`src/rtl/halton_point_scheduler_if.sv`:
```
// Requester / core / point-stream bundle for halton_point_scheduler.
// slave  = the scheduler side, master = the environment (requesters, core, consumer).
interface halton_point_scheduler_if #(
  parameter int NUM_REQ = 4,
  parameter int LEN_W   = 8
);
  localparam int ID_W = $clog2(NUM_REQ);

  logic [NUM_REQ-1:0]       req;
  logic [NUM_REQ*LEN_W-1:0] req_len;
  logic [NUM_REQ-1:0]       grant;
  logic                     reseed_req;
  logic [31:0]              reseed_value;
  logic                     reseed_ack;
  logic                     gen_pop_enable;
  logic                     gen_reseed_enable;
  logic [31:0]              gen_seed;
  logic [31:0]              gen_out_0;
  logic [31:0]              gen_out_1;
  logic                     gen_valid;
  logic [31:0]              pt_x;
  logic [31:0]              pt_y;
  logic [ID_W-1:0]          pt_id;
  logic                     pt_valid;
  logic                     pt_ready;
  logic                     pt_last;
  logic                     busy;
  logic                     timeout_err;
  logic [31:0]              pts_served;

  modport slave (
    input  req, req_len, reseed_req, reseed_value, gen_out_0, gen_out_1, gen_valid, pt_ready,
    output grant, reseed_ack, gen_pop_enable, gen_reseed_enable, gen_seed,
           pt_x, pt_y, pt_id, pt_valid, pt_last, busy, timeout_err, pts_served
  );

  modport master (
    output req, req_len, reseed_req, reseed_value, gen_out_0, gen_out_1, gen_valid, pt_ready,
    input  grant, reseed_ack, gen_pop_enable, gen_reseed_enable, gen_seed,
           pt_x, pt_y, pt_id, pt_valid, pt_last, busy, timeout_err, pts_served
  );
endinterface

```
`src/rtl/halton_point_scheduler.sv`:
```
// Round-robin scheduler sharing one 2-D Halton generator core among NUM_REQ requesters.
// Grants whole bursts, pops the core one point at a time, streams points out tagged with
// the requester id, serialises reseeds between bursts and aborts a burst on core timeout.
module halton_point_scheduler #(
  parameter int NUM_REQ = 4,
  parameter int LEN_W   = 8,
  parameter int TIMEOUT = 64
) (
  input logic                      clk,
  input logic                      rst_n,
  halton_point_scheduler_if.slave  bus
);
  localparam int ID_W  = $clog2(NUM_REQ);
  localparam int CNT_W = $clog2(TIMEOUT + 1);

  localparam logic [2:0] S_IDLE   = 3'd0;
  localparam logic [2:0] S_RESEED = 3'd1;
  localparam logic [2:0] S_ISSUE  = 3'd2;
  localparam logic [2:0] S_WAIT   = 3'd3;
  localparam logic [2:0] S_OUT    = 3'd4;

  logic [2:0]         state_q, state_d;
  logic [NUM_REQ-1:0] grant_q, grant_d;
  logic [ID_W-1:0]    id_q, id_d;
  logic [ID_W-1:0]    rr_q, rr_d;
  logic [LEN_W:0]     rem_q, rem_d;
  logic [CNT_W-1:0]   wcnt_q, wcnt_d;
  logic [31:0]        x_q, x_d;
  logic [31:0]        y_q, y_d;
  logic [31:0]        seed_q, seed_d;
  logic [31:0]        served_q, served_d;

  logic               pick_found;
  logic [ID_W-1:0]    pick_id;
  logic [ID_W:0]      scan_idx;
  logic [ID_W-1:0]    rr_after_id;
  logic               wait_expired;

  // Circular priority scan: first requester at or after the rr pointer.
  always_comb begin
    pick_found = 1'b0;
    pick_id    = '0;
    scan_idx   = '0;
    for (int unsigned i = 0; i < NUM_REQ; i++) begin
      scan_idx = {1'b0, rr_q} + (ID_W + 1)'(i);
      if (scan_idx >= (ID_W + 1)'(NUM_REQ)) scan_idx = scan_idx - (ID_W + 1)'(NUM_REQ);
      if (!pick_found && bus.req[scan_idx[ID_W-1:0]]) begin
        pick_found = 1'b1;
        pick_id    = scan_idx[ID_W-1:0];
      end
    end
  end

  // Pointer value that puts the requester after the current winner on top.
  always_comb begin
    if (int'(id_q) == NUM_REQ - 1) rr_after_id = '0;
    else                           rr_after_id = id_q + ID_W'(1);
  end

  assign wait_expired = (wcnt_q == CNT_W'(TIMEOUT - 1));

  // Next-state logic for the burst FSM and its datapath registers.
  always_comb begin
    state_d  = state_q;
    grant_d  = grant_q;
    id_d     = id_q;
    rr_d     = rr_q;
    rem_d    = rem_q;
    wcnt_d   = wcnt_q;
    x_d      = x_q;
    y_d      = y_q;
    seed_d   = seed_q;
    served_d = served_q;
    case (state_q)
      S_IDLE: begin
        if (bus.reseed_req) begin
          seed_d  = bus.reseed_value;
          state_d = S_RESEED;
        end else if (pick_found) begin
          id_d    = pick_id;
          rem_d   = {1'b0, bus.req_len[int'(pick_id) * LEN_W +: LEN_W]} + (LEN_W + 1)'(1);
          grant_d = NUM_REQ'(1) << pick_id;
          state_d = S_ISSUE;
        end
      end
      S_RESEED: state_d = S_IDLE;
      S_ISSUE: begin
        wcnt_d  = '0;
        state_d = S_WAIT;
      end
      S_WAIT: begin
        // A valid arriving on the final allowed cycle still counts as a hit.
        if (bus.gen_valid) begin
          x_d     = bus.gen_out_0;
          y_d     = bus.gen_out_1;
          state_d = S_OUT;
        end else if (wait_expired) begin
          grant_d = '0;
          rr_d    = rr_after_id;
          state_d = S_IDLE;
        end else begin
          wcnt_d = wcnt_q + CNT_W'(1);
        end
      end
      S_OUT: begin
        if (bus.pt_ready) begin
          served_d = served_q + 32'd1;
          if (rem_q == (LEN_W + 1)'(1)) begin
            grant_d = '0;
            rr_d    = rr_after_id;
            state_d = S_IDLE;
          end else begin
            rem_d   = rem_q - (LEN_W + 1)'(1);
            state_d = S_ISSUE;
          end
        end
      end
      default: state_d = S_IDLE;
    endcase
  end

  // State registers with asynchronous active-low reset.
  always_ff @(posedge clk or negedge rst_n) begin
    if (!rst_n) begin
      state_q  <= S_IDLE;
      grant_q  <= '0;
      id_q     <= '0;
      rr_q     <= '0;
      rem_q    <= '0;
      wcnt_q   <= '0;
      x_q      <= '0;
      y_q      <= '0;
      seed_q   <= '0;
      served_q <= '0;
    end else begin
      state_q  <= state_d;
      grant_q  <= grant_d;
      id_q     <= id_d;
      rr_q     <= rr_d;
      rem_q    <= rem_d;
      wcnt_q   <= wcnt_d;
      x_q      <= x_d;
      y_q      <= y_d;
      seed_q   <= seed_d;
      served_q <= served_d;
    end
  end

  assign bus.grant             = grant_q;
  assign bus.reseed_ack        = (state_q == S_RESEED);
  assign bus.gen_reseed_enable = (state_q == S_RESEED);
  assign bus.gen_pop_enable    = (state_q == S_ISSUE);
  assign bus.gen_seed          = seed_q;
  assign bus.pt_x              = x_q;
  assign bus.pt_y              = y_q;
  assign bus.pt_id             = id_q;
  assign bus.pt_valid          = (state_q == S_OUT);
  assign bus.pt_last           = (state_q == S_OUT) && (rem_q == (LEN_W + 1)'(1));
  assign bus.busy              = (state_q != S_IDLE);
  assign bus.timeout_err       = (state_q == S_WAIT) && !bus.gen_valid && wait_expired;
  assign bus.pts_served        = served_q;
endmodule

```
`src/flat_wrapper.sv`:
```
// flat-port wrapper written by rule: the top's interface ports become plain ports
module halton_point_scheduler_flat 
#(
  parameter int NUM_REQ = 4,
  parameter int LEN_W   = 8,
  parameter int TIMEOUT = 64
)
  (clk, rst_n, bus_req, bus_req_len, bus_reseed_req, bus_reseed_value, bus_gen_out_0, bus_gen_out_1, bus_gen_valid, bus_pt_ready, bus_grant, bus_reseed_ack, bus_gen_pop_enable, bus_gen_reseed_enable, bus_gen_seed, bus_pt_x, bus_pt_y, bus_pt_id, bus_pt_valid, bus_pt_last, bus_busy, bus_timeout_err, bus_pts_served);
  halton_point_scheduler_if #(.NUM_REQ(NUM_REQ), .LEN_W(LEN_W)) bus_i ();
  input logic clk;
  input logic rst_n;
  input wire logic [$bits(bus_i.req)-1:0] bus_req;
  input wire logic [$bits(bus_i.req_len)-1:0] bus_req_len;
  input wire logic [$bits(bus_i.reseed_req)-1:0] bus_reseed_req;
  input wire logic [$bits(bus_i.reseed_value)-1:0] bus_reseed_value;
  input wire logic [$bits(bus_i.gen_out_0)-1:0] bus_gen_out_0;
  input wire logic [$bits(bus_i.gen_out_1)-1:0] bus_gen_out_1;
  input wire logic [$bits(bus_i.gen_valid)-1:0] bus_gen_valid;
  input wire logic [$bits(bus_i.pt_ready)-1:0] bus_pt_ready;
  output wire logic [$bits(bus_i.grant)-1:0] bus_grant;
  output wire logic [$bits(bus_i.reseed_ack)-1:0] bus_reseed_ack;
  output wire logic [$bits(bus_i.gen_pop_enable)-1:0] bus_gen_pop_enable;
  output wire logic [$bits(bus_i.gen_reseed_enable)-1:0] bus_gen_reseed_enable;
  output wire logic [$bits(bus_i.gen_seed)-1:0] bus_gen_seed;
  output wire logic [$bits(bus_i.pt_x)-1:0] bus_pt_x;
  output wire logic [$bits(bus_i.pt_y)-1:0] bus_pt_y;
  output wire logic [$bits(bus_i.pt_id)-1:0] bus_pt_id;
  output wire logic [$bits(bus_i.pt_valid)-1:0] bus_pt_valid;
  output wire logic [$bits(bus_i.pt_last)-1:0] bus_pt_last;
  output wire logic [$bits(bus_i.busy)-1:0] bus_busy;
  output wire logic [$bits(bus_i.timeout_err)-1:0] bus_timeout_err;
  output wire logic [$bits(bus_i.pts_served)-1:0] bus_pts_served;
  assign bus_i.req = bus_req;
  assign bus_i.req_len = bus_req_len;
  assign bus_i.reseed_req = bus_reseed_req;
  assign bus_i.reseed_value = bus_reseed_value;
  assign bus_i.gen_out_0 = bus_gen_out_0;
  assign bus_i.gen_out_1 = bus_gen_out_1;
  assign bus_i.gen_valid = bus_gen_valid;
  assign bus_i.pt_ready = bus_pt_ready;
  assign bus_grant = bus_i.grant;
  assign bus_reseed_ack = bus_i.reseed_ack;
  assign bus_gen_pop_enable = bus_i.gen_pop_enable;
  assign bus_gen_reseed_enable = bus_i.gen_reseed_enable;
  assign bus_gen_seed = bus_i.gen_seed;
  assign bus_pt_x = bus_i.pt_x;
  assign bus_pt_y = bus_i.pt_y;
  assign bus_pt_id = bus_i.pt_id;
  assign bus_pt_valid = bus_i.pt_valid;
  assign bus_pt_last = bus_i.pt_last;
  assign bus_busy = bus_i.busy;
  assign bus_timeout_err = bus_i.timeout_err;
  assign bus_pts_served = bus_i.pts_served;
  halton_point_scheduler #(.NUM_REQ(NUM_REQ), .LEN_W(LEN_W), .TIMEOUT(TIMEOUT)) u_core (.clk(clk), .rst_n(rst_n), .bus(bus_i));
endmodule
```
`config.mk`:
```
export PLATFORM = sky130hd
export DESIGN_NAME = halton_point_scheduler_flat
export DESIGN_NICKNAME = d
export VERILOG_FILES = /design/src/rtl/halton_point_scheduler_if.sv /design/src/rtl/halton_point_scheduler.sv /design/src/flat_wrapper.sv
export SDC_FILE = /design/constraint.sdc
export NUM_CORES = 1
export LEC_CHECK = 0
export BUFFER_PORTS_ARGS = -buffer_cell sky130_fd_sc_hd__clkbuf_2
export CORE_MARGIN = 1
export CORE_UTILIZATION = 30
export DETAILED_ROUTE_END_ITERATION = 12
export MAX_ROUTING_LAYER = met4
export RECOVER_POWER = 100
export SYNTH_ARGS = -nofsm -noshare
export SYNTH_HDL_FRONTEND = slang
export SYNTH_SLANG_ARGS = --single-unit
```
`constraint.sdc`:
```
create_clock -name clk -period 7.06 [get_ports clk]
set_input_delay 0.706 -clock clk [delete_from_list [all_inputs] [get_ports clk]]
set_output_delay 0.706 -clock clk [all_outputs]
set_load 0.02 [all_outputs]
```
==> out/results.tsv <==
stage	metric	value	unit
finish	Nets	976	
global_routing	largest net degree at the start of global routing	88	
clock_network	CTS Hold Bufs	0	
worst_setup_path	max incr delay on CP	2460	ps
finish	final core occ	0.402	
floorplanning	std cell rows	55	
worst_setup_path	worst setup path start	u_core.state_q[2]	
placement	HPWL Detailed	12200	µm
worst_setup_path	internal reg-to-reg setup slack	3180	ps
detailed_routing	Initial DRC Count	220	
timing	final hold viol count	0	
timing	Tmin final	3880	ps
timing	setup tns final	0	ps
timing	Worst-Margin Slew	3510	ps
synthesis	Yosys cell types	50	
floorplanning	die area	23600	µm²
synthesis	Cells after Synth	553	
floorplanning	Starting Density	0.306	
finish	commonest cells after routing, fill and taps aside	dfrtp_1, clkbuf_1, clkbuf_2	
placement	GP Congestion	0.799	
detailed_routing	drt drc	0	
pwr	P_leak	0.00412	µW
worst_setup_path	CP startpoint kind	register	
synthesis	Synth area leader	dfrtp_1	
timing	fmax	258	MHz
worst_setup_path	Reg2Reg Depth	3	
run_status	failing checks	max-capacitance violations, max-slew violations	
timing	Max Slew Vio Count	99	
clock_network	Clock Latency Late Sink	420	ps
finish	synthesis-to-finish area growth	31.5	%
clock_network	Root Buffer	clkbuf_16	
pwr	Clock Power Share	0.269	
worst_setup_path	Worst Path Arrival	4170	ps
worst_setup_path	worst r2r dst	u_core.bus.pt_y[0]	
synthesis	Avg Inst Size Synth	12.5	µm²
clock_network	Post-CTS Setup Inserts	0	
timing	final setup fails	0	
finish	ratio of cells with drive above 1 in the final layout	0.329	
detailed_routing	drt wl/cell	14.8	µm
floorplanning	chip width	154	µm
detailed_routing	via count	5272	
run_status	status	finished, violations left	
global_routing	Global Route Usage Sum	0.150	
worst_setup_path	Req. time, crit path	7350	ps
floorplanning	I/O Pins	278	
timing	Layout Skew	11.8	ps
clock_network	clock slew at reported path FFs	70	ps
finish	commonest non-fill, non-tap cell in the layout	dfrtp_1	
pwr	pwr dens	436	nW/µm²
detailed_routing	remaining antenna violation count	0	
synthesis	synth top area cells	dfrtp_1, mux2_2, mux2i_1, xnor2_1, xor2_1	
synthesis	Yosys reg bits	155	
synthesis	synthesized area	6900	µm²
finish	Fillers	2290	
clock_network	worst-case clock buffer depth	2	
global_routing	initial antenna violation count	1	
clock_network	# resized after CTS	0	
detailed_routing	Detailed Route WL	16700	µm
pwr	part of the power in registers	0.365	
timing	RSZ-0062 raised after global routing	no	
global_routing	vias in the first global route	5243	
synthesis	synth warn	0	
worst_hold_path	HP Class	in2async	
pwr	Switch Pwr	1500	µW
flow_run	Max Cap Viol	2	
floorplanning	Die Y-Extent	154	µm
worst_setup_path	critical path class	reg2reg	
placement	IO Port Bufs	277	
clock_network	H-tree depth	4	
global_routing	GRT overflow	0	
pwr	VDD IR-drop max	192	µV
clock_network	CTS Sinks	155	
synthesis	Post-synth top flop	dfrtp_1	
pwr	Sw Ratio	0.380	
synthesis	syn_nets	696	
worst_setup_path	worst-path fanout max	65	
placement	area post-placement	8590	µm²
synthesis	Async SR Flop Fraction	1.00	
clock_network	CTS tree	done	
synthesis	register area share after synthesis	0.562	
worst_setup_path	Reg-to-Reg Start	u_core.state_q[2]	
worst_setup_path	worst path cell trace	nand4b_1, clkbuf_1, mux2_2	
timing	Max-slew headroom	-1.34	
clock_network	Num CTS Buffers	17	
finish	Finished Cell Area	9070	µm²
worst_setup_path	element type at the critical path end	register	
global_routing	global-route wire length before repair	27200	µm
detailed_routing	Vias per Instance	4.66	
pwr	Logic pwr share	0.366	
floorplanning	core area	22600	µm²
worst_setup_path	CP max stage cell	clkbuf_1	
pwr	internal power	2450	µW
synthesis	Yosys top cell area share	0.562	
synthesis	EDFF count, synth	0	
detailed_routing	Pre-antenna DRT Iters	6	
timing	Tcrit/Tclk final	0.550	
## layer usage
layer | track usage | share of wire | vias up
met3 | 0.0372 | 0.053 | 13
met2 | 0.226 | 0.46 | 187
met1 | 0.200 | 0.47 | 2551
met5 | - | 0 | -
met4 | 0.0438 | 0.011 | 0
li1 | - | - | 2521
## cell usage after synthesis (4+ instances only)
cell type  number
nand2_1        38
xor2_1         17
a21oi_1        11
xnor2_1        21
nand4_1        11
and3_1          4
nor2_1         26
nand2b_1        6
nor3b_1         5
o21ai_0        21
or3_1           6
dfrtp_1       155
ha_1            6
nand3_1        16
mux2i_1        20
clkbuf_1       17
nor3_1         17
inv_1          12
mux2_2        104
## power by group through the flow
stage | combinational (µW) | clock (µW) | sequential, µW
global route | 1570 | 1140 | 1490
finish | 1450 | 1060 | 1440
floorplan | 657 | 0 | 1790
CTS | 1550 | 1100 | 1450
global placement | 1520 | 0 | 1450
detailed placement | 1540 | 0 | 1460
## layout make-up
| cell class | count | area (µm²) | share of cell area |
|---|---|---|---|
| sequential | 155 | 3880 | 0.428 |
| inverter | 13 | 48.8 | 0.00538 |
| tap | 285 | 357 | 0.0393 |
| multi-input combinational | 365 | 2860 | 0.316 |
| clock inverter | 14 | 246 | 0.0272 |
| antenna | 1 | 2.50 | 0.000276 |
| timing repair buffer | 281 | 1230 | 0.136 |
| clock buffer | 18 | 439 | 0.0484 |
## stage by stage
| step | setup WS [ps] | std cells | hold slack, ps | total power, µW |
|---|---|---|---|---|
| 2_1_floorplan | 4410 | 553 | 410 | 2450 |
| 3_3_place_gp | 4040 | 1099 | 462 | 2970 |
| 3_5_place_dp | 3990 | 1099 | 467 | 3000 |
| 4_1_cts | 4160 | 1131 | 386 | 4090 |
| 5_1_grt | 2860 | 1132 | 426 | 4200 |
| 6_report | 3180 | 1132 | 348 | 3960 |
## critical path: cells and delay by family (launching register included)
kind,cells,cell delay [ps]
AND/OR/NAND/NOR,1,160
buffers and inverters,1,2460
flip-flops,1,560
multiplexers,1,500
## state kept, by name, summed over array words and instances, names as in the netlist
signal / cells
u_core.rem_q: 9
u_core.bus.pt_y: 32
u_core.wcnt_q: 7
u_core.bus.pt_x: 32
u_core.state_q: 3
u_core.bus.gen_seed: 32
u_core.rr_q: 2
u_core.bus.grant: 4
u_core.bus.pts_served: 32
u_core.bus.pt_id: 2
## worst max path at each step
stage | endpoint | slack, ps | cells after the start
finish | u_core.bus.pt_y[0] | 3180 | 3
global route | u_core.bus.pt_y[15] | 2860 | 3
CTS | bus_timeout_err | 4160 | 5
detailed placement | u_core.rem_q[4] | 3990 | 10
global placement | u_core.rem_q[4] | 4040 | 10
floorplan | u_core.rem_q[4] | 4410 | 10
## logic make-up (layout without fill, tap and decap cells)
| family | count (synthesis) | after routing | share of synthesized area |
|---|---|---|---|
| AO/OA/AOI/OAI | 53 | 53 | 0.0495 |
| XOR/XNOR | 38 | 38 | 0.0482 |
| adder cells (fa/ha/maj) | 6 | 6 | 0.0109 |
| buffers and inverters | 33 | 326 | 0.0198 |
| flip-flops | 155 | 155 | 0.562 |
| multiplexers | 126 | 126 | 0.203 |
| other | 0 | 1 | 0 |
| AND/OR/NAND/NOR | 142 | 142 | 0.106 |
No activity file was read; power rests on OpenSTA's default activity.
